`config.mk`:
```
export PLATFORM = sky130hd
export DESIGN_NAME = ibex_wb_buffer
export DESIGN_NICKNAME = d
export VERILOG_FILES = /design/src/rtl/ibex_wb_buffer.sv
export SDC_FILE = /design/constraint.sdc
export NUM_CORES = 1
export LEC_CHECK = 0
export ABC_AREA = 0
export ABC_CLOCK_PERIOD_IN_PS = 9090
export CAP_MARGIN = 5
export CORE_MARGIN = 1
export CORE_UTILIZATION = 30
export CTS_BUF_LIST = sky130_fd_sc_hd__clkbuf_4 sky130_fd_sc_hd__clkbuf_8 sky130_fd_sc_hd__clkbuf_16
export DETAILED_ROUTE_END_ITERATION = 16
export HOLD_SLACK_MARGIN = 0.15
export SLEW_MARGIN = 0
export SYNTH_ARGS = -nofsm -noshare
export SYNTH_HDL_FRONTEND = slang
export SYNTH_SLANG_ARGS = --single-unit
```
`constraint.sdc`:
```
create_clock -name clk_i -period 9.09 [get_ports clk_i]
set_clock_uncertainty 0.15 [all_clocks]
set_input_delay 1.3635 -clock clk_i [delete_from_list [all_inputs] [get_ports clk_i]]
set_output_delay 1.3635 -clock clk_i [all_outputs]
set_load 0.05 [all_outputs]
```
`src/rtl/ibex_wb_buffer.sv`:
```
// ibex_wb_buffer: in-order writeback buffer between EX and the register-file
// write port. Results are queued in a small circular FIFO, drained whenever
// the LSU leaves the write port free, and offered to ID for forwarding.
// Optional feature macro: WB_SECURE_CLEAR_EN. When defined, freed entries are
// scrubbed and the write port data/address are held at zero unless a write
// strobe is issued.

module ibex_wb_buffer #(
    parameter int Depth      = 2,
    parameter int CountWidth = 32
) (
    input  logic                  clk_i,
    input  logic                  rst_i,
    input  logic                  ex_valid_i,
    input  logic [31:0]           ex_result_i,
    input  logic [4:0]            ex_waddr_i,
    input  logic                  ex_we_i,
    output logic                  ex_ready_o,
    output logic                  rf_we_o,
    output logic [4:0]            rf_waddr_o,
    output logic [31:0]           rf_wdata_o,
    input  logic                  rf_port_free_i,
    input  logic                  flush_i,
    input  logic [4:0]            fwd_raddr_i,
    output logic                  fwd_hit_o,
    output logic [31:0]           fwd_data_o,
    output logic                  empty_o,
    output logic [CountWidth-1:0] retired_o
);

    localparam int PtrW = $clog2(Depth);
    localparam int CntW = PtrW + 1;

    logic              valid_q [Depth];
    logic              we_q    [Depth];
    logic [4:0]        waddr_q [Depth];
    logic [31:0]       data_q  [Depth];

    logic [PtrW-1:0]       head_q;
    logic [PtrW-1:0]       tail_q;
    logic [CntW-1:0]       count_q;
    logic [CountWidth-1:0] retired_q;

    logic            head_valid;
    logic            head_writes_rf;
    logic            push;
    logic            pop;
    logic [PtrW-1:0] fwd_idx;

    // Ready and empty come purely from the registered occupancy, so EX never
    // sees a combinational path from the LSU port arbitration.
    assign ex_ready_o = (count_q != CntW'(Depth));
    assign empty_o    = (count_q == '0);
    assign retired_o  = retired_q;

    assign head_valid     = valid_q[head_q];
    assign head_writes_rf = head_valid & we_q[head_q] & (waddr_q[head_q] != 5'd0);

    // Flush wins over both queue operations in the same cycle.
    assign push = ex_valid_i & ex_ready_o & ~flush_i;
    assign pop  = head_valid & rf_port_free_i & ~flush_i;

    assign rf_we_o = head_writes_rf & rf_port_free_i & ~flush_i;

`ifdef WB_SECURE_CLEAR_EN
    assign rf_waddr_o = rf_we_o ? waddr_q[head_q] : 5'd0;
    assign rf_wdata_o = rf_we_o ? data_q[head_q]  : 32'd0;
`else
    assign rf_waddr_o = waddr_q[head_q];
    assign rf_wdata_o = data_q[head_q];
`endif

    // Forwarding lookup: walk from oldest to youngest so the last match wins.
    always_comb begin
        fwd_hit_o  = 1'b0;
        fwd_data_o = 32'd0;
        fwd_idx    = head_q;
        for (int i = 0; i < Depth; i++) begin
            fwd_idx = head_q + PtrW'(i);
            if (valid_q[fwd_idx] && we_q[fwd_idx] &&
                (waddr_q[fwd_idx] == fwd_raddr_i) && (fwd_raddr_i != 5'd0)) begin
                fwd_hit_o  = 1'b1;
                fwd_data_o = data_q[fwd_idx];
            end
        end
    end

    // Entry storage: reset clears everything, flush invalidates, push fills
    // the tail slot and pop frees the head slot.
    always_ff @(posedge clk_i) begin
        if (rst_i) begin
            for (int i = 0; i < Depth; i++) begin
                valid_q[i] <= 1'b0;
                we_q[i]    <= 1'b0;
                waddr_q[i] <= 5'd0;
                data_q[i]  <= 32'd0;
            end
        end else if (flush_i) begin
            for (int i = 0; i < Depth; i++) begin
                valid_q[i] <= 1'b0;
`ifdef WB_SECURE_CLEAR_EN
                waddr_q[i] <= 5'd0;
                data_q[i]  <= 32'd0;
`endif
            end
        end else begin
            if (pop) begin
                valid_q[head_q] <= 1'b0;
`ifdef WB_SECURE_CLEAR_EN
                waddr_q[head_q] <= 5'd0;
                data_q[head_q]  <= 32'd0;
`endif
            end
            if (push) begin
                valid_q[tail_q] <= 1'b1;
                we_q[tail_q]    <= ex_we_i;
                waddr_q[tail_q] <= ex_waddr_i;
                data_q[tail_q]  <= ex_result_i;
            end
        end
    end

    // Pointers, occupancy and retire counter; pointers wrap naturally since
    // Depth is a power of two.
    always_ff @(posedge clk_i) begin
        if (rst_i || flush_i) begin
            head_q  <= '0;
            tail_q  <= '0;
            count_q <= '0;
            if (rst_i) begin
                retired_q <= '0;
            end
        end else begin
            if (push) begin
                tail_q <= tail_q + PtrW'(1);
            end
            if (pop) begin
                head_q    <= head_q + PtrW'(1);
                retired_q <= retired_q + CountWidth'(1);
            end
            if (push && !pop) begin
                count_q <= count_q + CntW'(1);
            end else if (pop && !push) begin
                count_q <= count_q - CntW'(1);
            end
        end
    end

endmodule

```
# --- Word level (Yosys, flattened, before mapping) ---
# Memory sizes are Yosys's and may differ from the RTL's. A register that Yosys moved wholly into a read port is not among the register bits.
# Index checks and enable logic that the tools add are counted.
# Widths: inputs -> output; s select.
classes:
  n_eq_ne: 4
  bitwise_logic: 11
  reduce_logical: 22
  n_mux: 47
  addsub: 5
op_table:
  columns: ["operator", "count"]
  rows:
  - ["$mux 32", 6]
  - ["$mux 1", 38]
  - ["$add 32x1->32 const B", 1]
  - ["$reduce_or 32->1", 1]
  - ["$eq 5x5->1", 2]
  - ["$reduce_bool 5->1", 2]
  - ["$and 1x1->1", 8]
  - ["$logic_and 1x1->1", 8]
  - ["$mux 5", 1]
  - ["$reduce_or 5->1", 1]
  - ["$mux 2", 2]
  - ["$ne 2x2->1 const B", 2]
  - ["$reduce_bool 2->1", 2]
  - ["$reduce_or 1->1", 3]
  - ["$add 1x1->1 const B", 2]
  - ["$add 2x1->2 const B", 1]
  - ["$logic_not 1->1", 2]
  - ["$logic_not 2->1", 1]
  - ["$or 1x1->1", 2]
  - ["$reduce_and 2->1", 1]
  - ["$sub 2x1->2 const B", 1]
  - ["$logic_or 1x1->1", 1]
  - ["$not 1->1", 1]
totals:
  out_inout_bits: 105
  reg_bits: 36
  inputBits: 48
  memories: 4
  ramBits: 78
memory_table:
  columns: ["memory", "depth", "word_bits", "rd", "rd_ports_with_merged_regs", "wr", "line", "text"]
  rows:
  - ["data_q", 2, 32, 2, 1, 2, "37", "logic [31:0] data_q [Depth];"]
  - ["waddr_q", 2, 5, 2, 1, 2, "36", "logic [4:0] waddr_q [Depth];"]
  - ["valid_q", 2, 1, 2, 1, 2, "34", "logic valid_q [Depth];"]
  - ["we_q", 2, 1, 2, 1, 2, "35", "logic we_q [Depth];"]

# --- Logic depth before layout (Yosys ltp) ---
# Gate-level depths: netlist of run 1.
depth:
  depth_word: 9
  ltp_mapped: 9
  mapped_depth_nobuf: 7

# --- Worst setup path after synthesis of run 1 ---
# Ideal clock, no wire load.
synth_path:
  path_kind: "input port to flip-flop"
  startpoint: "input port ex_valid_i"
  endpoint: "memory data_q[0][0] (enable)"
  setup_time_ps: 491
  stages: 2
  arrival_time_ps: 4376
  path_slack_ps: 4073
  required_ps: 8449
  path_cell_list: "nand2_1 -> o31ai_1"
synth_lines:
  columns: ["item", "line", "text"]
  rows:
  - ["start, declared", "14", "input logic ex_valid_i,"]
  - ["end, declared", "37", null]

==> impl_metrics.ini, run 1 <==
[synth]
ys_types = 36
synth_top_area_share = 0.5509
synthMuxAreaShare = 0.08905
synth_edf_count = 108
synthArstFlopShare = 0
netlist_area_um2 = 5887
synth_compound_area_frac = 0.06185
yosys.area_share.simple = 0.1804
synth_top_family_by_area = simple AND/OR/NAND/NOR gates
synth_xor_area_frac = 0.06397
yosys.area.top_type = edfxtp_1
syn_avg_cell_area_um2 = 12.58
synth_most_common_cell = edfxtp_1
synth_nets = 518
ys_ff_latch = 115
syn_inst = 468
netlist_top_cells_area = edfxtp_1 55%, and2_1 8.4%, mux2_2 7.1%
synthAdderAreaFrac = 0.004251
ys_warn_count = 0
ys_seq_area_frac = 0.5747
ys.flop_type = edfxtp_1
synth_common_cells = 108 x edfxtp_1, 79 x and2_1, 42 x nor2_1

[drt]
viasPerCell = 4.774
drtIter0Drc = 190
num_vias = 4254
drcViolationCount = 0
wire_per_inst_um = 16.77
ant_nets = 0
drt_wl_total_mm = 14.94
drtPass1Iterations = 4

[power_and_ir_drop]
p_leak_uw = 0.002905
p_per_area_nw_per_um2 = 175.7
vdd_ir_drop_max_v = 0.0001255

[hold_path]
min_from = count_q[1]$_SDFFE_PP0P_
hp-class = flop to flop
min_path_cells = 2
min_to = count_q[1]$_SDFFE_PP0P_

[final_layout]
insertedDiodeCount = 0
post-route-util = 0.4317
area_delta_synth_final_pct = 39.02
drive_above_1_share = 0.1300
finalNetCount = 670

[sta]
maxSlewHeadroom = 0.1887
hold_viol = 0
fin_crit_ns = 6.189
setup_tns_ns = 0
setup_viol = 0
min_period_over_period = 0.6808
slew_violations = 0
max_freq_ghz = 0.1616
worstMarginPinSlew_ns = 1.191
rsz0062_at_grt = no

[cts]
cts_sinks = 115
cts_tree = yes
clockBufferDepth = 2
cts.repair.resized = 0
clk_transition_reported_paths_ns = 0.05
h-tree-depth = 4
cts-hold-fix-buffers = 0
insertion_delay_ns = 0.41
root_buffer = clkbuf_16
numCtsBuffers = 17
postCtsSetupBuffers = 0

[placement]
routabilityCongestion = 0.8558
port_buffers = 152
dp_hpwl_mm = 9.569

[global_route]
grt_antenna_before_repair = 0
overflow = 0
grt_pass1_vias = 4370
grt_usage = 0.1537
grt_max_degree = 43
grt_pass1_wl_mm = 23.24

[floorplan]
initial_core_util = 0.3106
die_h_um = 142.1
std_cell_rows = 50
die_w_um = 142.1
core-area_um2 = 18960
io_pins = 153
dieArea_um2 = 20190

[critical_path]
cp-start-kind = flop
crit_path_max_fanout = 42
path_class = flop to output port
rrSetupSlack_ns = 6.24
end_kind = output port
r2r-end = count_q[1]$_SDFFE_PP0P_
ff2ff_path_depth = 6
cp.required_ns = 7.58
cp_data_arrival_time_ns = 4.68

[flow_run]
max_cap_viol_count = 0

[status]
status = finished, final reports clean
## cells in the final DEF (no fill, tap or decap), types with 2 or more instances in the layout
| master | count |
|---|---|
| nand4_1 | 6 |
| xnor2_1 | 12 |
| o21ai_0 | 3 |
| mux2_2 | 37 |
| buf_4 | 5 |
| a21oi_1 | 3 |
| xor2_1 | 31 |
| o211ai_1 | 3 |
| or2_2 | 2 |
| a22o_2 | 2 |
| clkdlybuf4s50_1 | 152 |
| clkinv_1 | 5 |
| ha_1 | 2 |
| inv_1 | 2 |
| nand3_1 | 12 |
| nand2b_1 | 2 |
| a22o_1 | 30 |
| dfxtp_1 | 6 |
| and3_1 | 8 |
| mux2i_1 | 7 |
| nand2_1 | 23 |
| nor2_1 | 41 |
| and4_1 | 2 |
| nor3_1 | 4 |
| clkinv_2 | 2 |
| nor4_4 | 2 |
| nor4_1 | 5 |
| or3_1 | 2 |
| and2_1 | 79 |
| edfxtp_1 | 108 |
| clkbuf_16 | 17 |
| clkbuf_4 | 4 |
## where the power goes
| part | switching (µW) | internal, µW |
|---|---|---|
| Sequential | 24.4 | 613 |
| Clock | 214 | 377 |
| Combinational | 130 | 79.4 |
| Total | 369 | 1070 |
## worst max-delay path: stages, from the launching register on
cell             delay (ns)
dfxtp_2                1.06
mux2_2                 0.46
xor2_1                 0.17
nor4_4                 0.33
nand3_1                0.16
mux2i_4                0.91
a22o_1                 0.34
clkdlybuf4s50_1        0.82
## worst max path at each step
stage	from	cells after the start	slack, ns	end
floorplan	ex_valid_i	2	4.07	data_q[0][0]$_SDFFCE_PN0P_
global placement	fwd_raddr_i[4]	7	2.94	fwd_data_o[9]
detailed placement	fwd_raddr_i[4]	7	2.93	fwd_data_o[9]
CTS	flop	7	2.82	fwd_data_o[9]
global route	flop	7	2.65	fwd_data_o[20]
finish	flop	7	2.90	fwd_data_o[9]
## registers in the layout (all words and copies together), names as in the netlist, named ones only
| name | count |
|---|---|
| we_q | 2 |
| count_q | 2 |
| data_q | 64 |
| waddr_q | 10 |
| tail_q | 1 |
| valid_q | 2 |
| head_q | 1 |
| retired_o | 32 |
## logic make-up (layout without fill, tap and decap cells)
group	Yosys count	in the layout
compound gates	45	45
xor+xnor	43	43
fa+ha+maj	2	2
buf+inv	26	189
flops	115	115
mux	46	46
simple gates	191	191
## per-layer routing
| metal | global-route usage | vias to the layer above | part of all wire |
|---|---|---|---|
| met1 | 0.1870 | 2053 | 0.45 |
| met2 | 0.2466 | 165 | 0.46 |
| met4 | 0.06169 | 0 | 0.017 |
| li1 | - | 2014 | - |
| met3 | 0.05552 | 22 | 0.081 |
| met5 | 0 | - | 0 |
## stage by stage
stage               hold WS, ns  total power (µW)  area (µm²)  cells  worst slack [ns]
finish                   0.3801              1438        8184    891             2.901
global route             0.4081              1494        8184    891             2.648
CTS                      0.3708              1455        8184    891             2.825
detailed placement       0.3637             857.0        7662    861             2.928
global placement         0.3309             854.4        7662    861             2.935
floorplan                0.3218             771.9        5887    468             4.073
## final cells by class
type / instances / area, µm²
Clock buffer: 21 / 455.4
Clock inverter: 9 / 66.31
Fill cell: 1773 / 10770
Inverter: 2 / 7.507
Multi-Input combinational cell: 327 / 2386
Sequential cell: 115 / 3385
Tap cell: 260 / 325.3
Timing Repair Buffer: 157 / 1559
(Power assumes the default switching activity.)
==> inputs of run 2 (changes only) <==
- ABC_CLOCK_PERIOD_IN_PS: 9090 -> 6100
- clock period: 9.09 -> 6.1 ns (I/O delays scaled with it)
==> run 2 against run 1 <==
  * Worst setup slack lost 1.9 ns
  * Non-clock buffer count grew 2
  * Routed wire length shrank 2.0%
  * Utilization grew 0.40 points
==> impl_metrics.ini, run 2 (synthesized netlist as in run 1, its figures left out) <==
[status]
status = finished, final reports clean

[critical_path]
ff2ff_path_depth = 4
end_kind = output port
cp.required_ns = 5.03
rrSetupSlack_ns = 3.32
cp-start-kind = flop
path_class = flop to output port
cp_data_arrival_time_ns = 4.03
r2r-end = waddr_q[0][0]$_SDFFCE_PN0P_
worstSetupEndpoint = fwd_data_o[31]
reg2reg_from = count_q[0]$_SDFFE_PP0P_
crit_path_max_fanout = 22

[placement]
post-place-ws_ns = 1.051
port_buffers = 152
routabilityCongestion = 0.8677
dp_hpwl_mm = 9.784

[drt]
drtIter0Drc = 142
wire_per_inst_um = 16.36
drcViolationCount = 0
viasPerCell = 4.736
ant_nets = 0
num_vias = 4239
drtPass1Iterations = 4
drt_wl_total_mm = 14.64

[cts]
cts.repair.resized = 0
insertion_delay_ns = 0.41
cts_sinks = 115
postCtsSetupBuffers = 0
cts-hold-fix-buffers = 0
numCtsBuffers = 17
root_buffer = clkbuf_16
clockBufferDepth = 2
h-tree-depth = 4
clk_transition_reported_paths_ns = 0.05
cts_tree = yes

[power_and_ir_drop]
p_per_area_nw_per_um2 = 272.0
vdd_ir_drop_max_v = 0.0001897
p_leak_uw = 0.002944
fin_total_pwr_uw = 2246

[floorplan]
die_h_um = 142.1
io_pins = 153
core-area_um2 = 18960
initial_core_util = 0.3106
std_cell_rows = 50
die_w_um = 142.1
dieArea_um2 = 20190

[sta]
setup_tns_ns = 0
min_period_over_period = 0.8353
setup_viol = 0
max_freq_ghz = 0.1963
worstMarginPinSlew_ns = 1.154
maxSlewHeadroom = 0.2309
slew_violations = 0
setup_ws_ns = 1.005
rsz0062_at_grt = no
hold_viol = 0
fin_crit_ns = 5.095

[flow_run]
max_cap_viol_count = 0

[hold_path]
hp-class = flop to flop
min_from = count_q[1]$_SDFFE_PP0P_
min_path_cells = 2

[final_layout]
area_delta_synth_final_pct = 40.30
insertedDiodeCount = 0
finalNetCount = 672
final_common_cell = clkdlybuf4s50_1
layout_common_cells = 152 x clkdlybuf4s50_1, 108 x edfxtp_1, 79 x and2_1, 41 x nor2_1, 37 x mux2_2
top_register = data_q
largest_register_ffs = 64
drive_above_1_share = 0.1386

[global_route]
grt_antenna_before_repair = 0
overflow = 0
grt_max_degree = 40
grt_pass1_vias = 4241
grt_usage = 0.1514
grt_pass1_wl_mm = 22.89
run 2: power breakdown:
part           switching, µW  leakage, µW  internal, µW  total, µW
Clock                    344     0.000286           641        985
Combinational            193      0.00148           118        312
Sequential              37.0      0.00118           912        950
run 2: critical path, stage by stage, from the launching register on:
cell and delay, ns:
dfxtp_2 0.70, mux2_2 0.44, xor2_1 0.18, nor4_4 0.34, nand3_1 0.17, mux2i_4 0.44, buf_4 0.35, a22o_2 0.19
clkdlybuf4s50_1 0.80
run 2: worst min path at each step:
stage | end | slack (ns)
2_1_floorplan | count_q[1]$_SDFFE_PP0P_ | 0.32
3_3_place_gp | count_q[1]$_SDFFE_PP0P_ | 0.33
3_5_place_dp | count_q[1]$_SDFFE_PP0P_ | 0.36
4_1_cts | count_q[1]$_SDFFE_PP0P_ | 0.37
5_1_grt | count_q[1]$_SDFFE_PP0P_ | 0.40
6_report | count_q[1]$_SDFFE_PP0P_ | 0.37
run 2: final cells by class:
| cell class | count | area (µm²) |
|---|---|---|
| Timing Repair Buffer | 159 | 1574 |
| Clock buffer | 19 | 440.4 |
| Sequential cell | 115 | 3385 |
| Inverter | 2 | 7.507 |
| Multi-Input combinational cell | 327 | 2386 |
| Clock inverter | 13 | 141.4 |
| Tap cell | 260 | 325.3 |
| Fill cell | 1788 | 10700 |
run 2: per-stage QoR:
stage | instance area [µm²] | utilization | hold slack [ns] | instances
after CTS | 8259 | 0.4357 | 0.3702 | 895
after floorplan | 5887 | - | 0.3218 | 468
final | 8259 | 0.4357 | 0.3665 | 895
after detailed placement | 7677 | 0.4050 | 0.3633 | 863
after global placement | 7677 | 0.4050 | 0.3306 | 863
after global routing | 8259 | 0.4357 | 0.3972 | 895
run 2: per-layer routing:
| metal | share of wire | up-vias | GRT usage | wire length, µm |
|---|---|---|---|---|
| li1 | - | 2016 | - | - |
| met1 | 0.45 | 2054 | 0.1907 | 6544 |
| met2 | 0.47 | 161 | 0.2356 | 6807 |
| met3 | 0.081 | 8 | 0.06191 | 1191 |
| met4 | 0.0065 | 0 | 0.04754 | 95 |
| met5 | 0 | - | 0 | 0 |
==> inputs of run 3 (changes only) <==
- ABC_CLOCK_PERIOD_IN_PS: 6100 -> 4740
- clock period: 6.1 -> 4.74 ns (I/O delays scaled with it)
==> run 3 against run 2 <==
  * Power increased by 23%
  * Utilization is 1.4 points higher
  * Sequential share of layout area fell by 1.3 points
  * Clock-buffer cell count is 1 lower
  * Register-to-register slack got worse by 1.2 ns
  * Clock power grew 17%
  * Hold slack worse by 0.014 ns
  * Largest cell class unchanged
  * Routed wire length rose by 3.9%
  * Via count grew 1.8%
  * Combinational power is 29% higher
==> impl_metrics.ini, run 3 (synthesized netlist as in run 1, its figures left out) <==
[power_and_ir_drop]
comb_power_share = 0.145
p_int_uw = 2036
clkPwrFrac = 0.413
p_leak_uw = 0.003068
p_switching_uw = 734.8
p_per_area_nw_per_um2 = 325.0
sequentialPowerShare = 0.441
vdd_ir_drop_max_v = 0.0002307
switching_share = 0.2651
fin_total_pwr_uw = 2771

[final_layout]
final_area_um2 = 8527
finalNetCount = 672
final_common_cell = clkdlybuf4s50_1
multi_input_area_um2 = 2386
top_register = data_q
fill_cells = 1724
largest_register_ffs = 64
insertedDiodeCount = 0
layout_common_cells = 120 x clkdlybuf4s50_1, 108 x edfxtp_1, 79 x and2_1, 41 x nor2_1, 37 x mux2_2
drive_above_1_share = 0.1843
area_delta_synth_final_pct = 44.85
seqCellArea_um2 = 3385

[cts]
cts_sinks = 115
h-tree-depth = 4
numCtsBuffers = 17
cts.repair.resized = 0
insertion_delay_ns = 0.40
clockBufferDepth = 2
root_buffer = clkbuf_16
cts-hold-fix-buffers = 0
clk_transition_reported_paths_ns = 0.05
cts_tree = yes
postCtsSetupBuffers = 0

[sta]
setup_tns_ns = 0
max_freq_ghz = 0.2322
slew_violations = 0
hold_viol = 0
rsz0062_at_grt = no
setup_viol = 0
maxSlewHeadroom = 0.4089
min_period_over_period = 0.9086
worstMarginPinSlew_ns = 0.8785
fin_crit_ns = 4.307

[floorplan]
io_pins = 153
die_h_um = 142.1
core-area_um2 = 18960
die_w_um = 142.1
dieArea_um2 = 20190
initial_core_util = 0.3106
std_cell_rows = 50

[critical_path]
cp-start-kind = flop
crit_path_max_fanout = 22
cp_data_arrival_time_ns = 3.45
cp.required_ns = 3.88
cp_slowest_cell = dfxtp_2
crit_chain = mux2_2 -> xor2_1 -> nor4_4 -> nand3_1 -> mux2i_4 -> buf_4 -> a22o_1 -> buf_12
rrSetupSlack_ns = 2.14
cp_slowest_stage_delay_ns = 0.70
path_class = flop to output port
end_kind = output port

[drt]
m1WireLength_mm = 6.497
met2_wirelength_mm = 7.130
ant_nets = 0
drcViolationCount = 0
viasPerCell = 4.823
drtPass1Iterations = 4
highest_layer = met4
met3_length_mm = 1.308
drtIter0Drc = 129
wire_per_inst_um = 16.99
num_vias = 4317
drt_wl_total_mm = 15.21

[global_route]
grt_max_degree = 40
grt_pass1_vias = 4559
grt_usage = 0.1568
grt_antenna_before_repair = 0
grt_pass1_wl_mm = 23.83
overflow = 0

[placement]
dp_hpwl_mm = 10.28
port_buffers = 152
dpl_cell_area_um2 = 7998
routabilityCongestion = 0.8667

[flow_run]
max_cap_viol_count = 0

[status]
status = finished, final reports clean

[hold_path]
hp-class = flop to flop
==> run 3: changes by cell type in the layout (fill, tap and decap cells not counted) <==
cell,delta
buf_12,+32
bufinv_16,-2
clkbuf_4,-1
clkdlybuf4s50_1,-32
clkinv_1,+3
clkinv_2,-1
clkinv_4,+1
==> run 3: power by group through the flow <==
stage	Clock, µW	Sequential (µW)	Combinational, µW
after floorplan	0	1280	197
after global placement	0	1240	400
after detailed placement	0	1240	405
after CTS	1170	1220	406
after global routing	1220	1230	423
final	1150	1220	403
==> run 3: cell type report <==
cell class,count,share of cell area
Sequential cell,115,0.3969
Clock inverter,14,0.01130
Timing Repair Buffer,159,0.2222
Multi-Input combinational cell,327,0.2798
Clock buffer,18,0.05077
Tap cell,260,0.03815
Inverter,2,0.0008804
==> run 3: stage by stage <==
step / hold WS (ns) / cells / utilization / setup slack [ns]
after global routing: 0.4033 / 895 / 0.4498 / 0.2078
final: 0.3523 / 895 / 0.4498 / 0.4333
after detailed placement: 0.3532 / 863 / 0.4219 / 0.7369
after global placement: 0.3305 / 863 / 0.4219 / 0.7677
after floorplan: 0.3218 / 468 / - / 0.1352
after CTS: 0.3604 / 895 / 0.4498 / 0.3878
==> run 3: metal layers <==
layer	global-route usage	up-vias
li1	-	2012
met1	0.1915	2121
met2	0.2503	164
met3	0.06258	20
met4	0.05376	0
met5	0	-
==> run 3: worst max-delay path, delay by kind of cell, from the launching register on <==
kind                   cells  cell delay (ns)
multiplexers               2             0.91
flip-flops                 1             0.70
buffers and inverters      2             0.52
AND/OR/NAND/NOR            2             0.48
AO/OA/AOI/OAI              1             0.25
XOR/XNOR                   1             0.17
==> run 3: path summary, 6_finish.rpt <==
| check | endpoint | cells past startpoint | startpoint |
|---|---|---|---|
| setup / recovery | fwd_data_o[8] | 8 | flop |
| hold / removal | count_q[1]$_SDFFE_PP0P_ | 2 | count_q[1]$_SDFFE_PP0P_ |
| setup reg to reg | retired_o[28]$_SDFFCE_PP0P_ | 6 | retired_o[0]$_SDFFCE_PP0P_ |
| hold reg to reg | count_q[1]$_SDFFE_PP0P_ | 2 | count_q[1]$_SDFFE_PP0P_ |
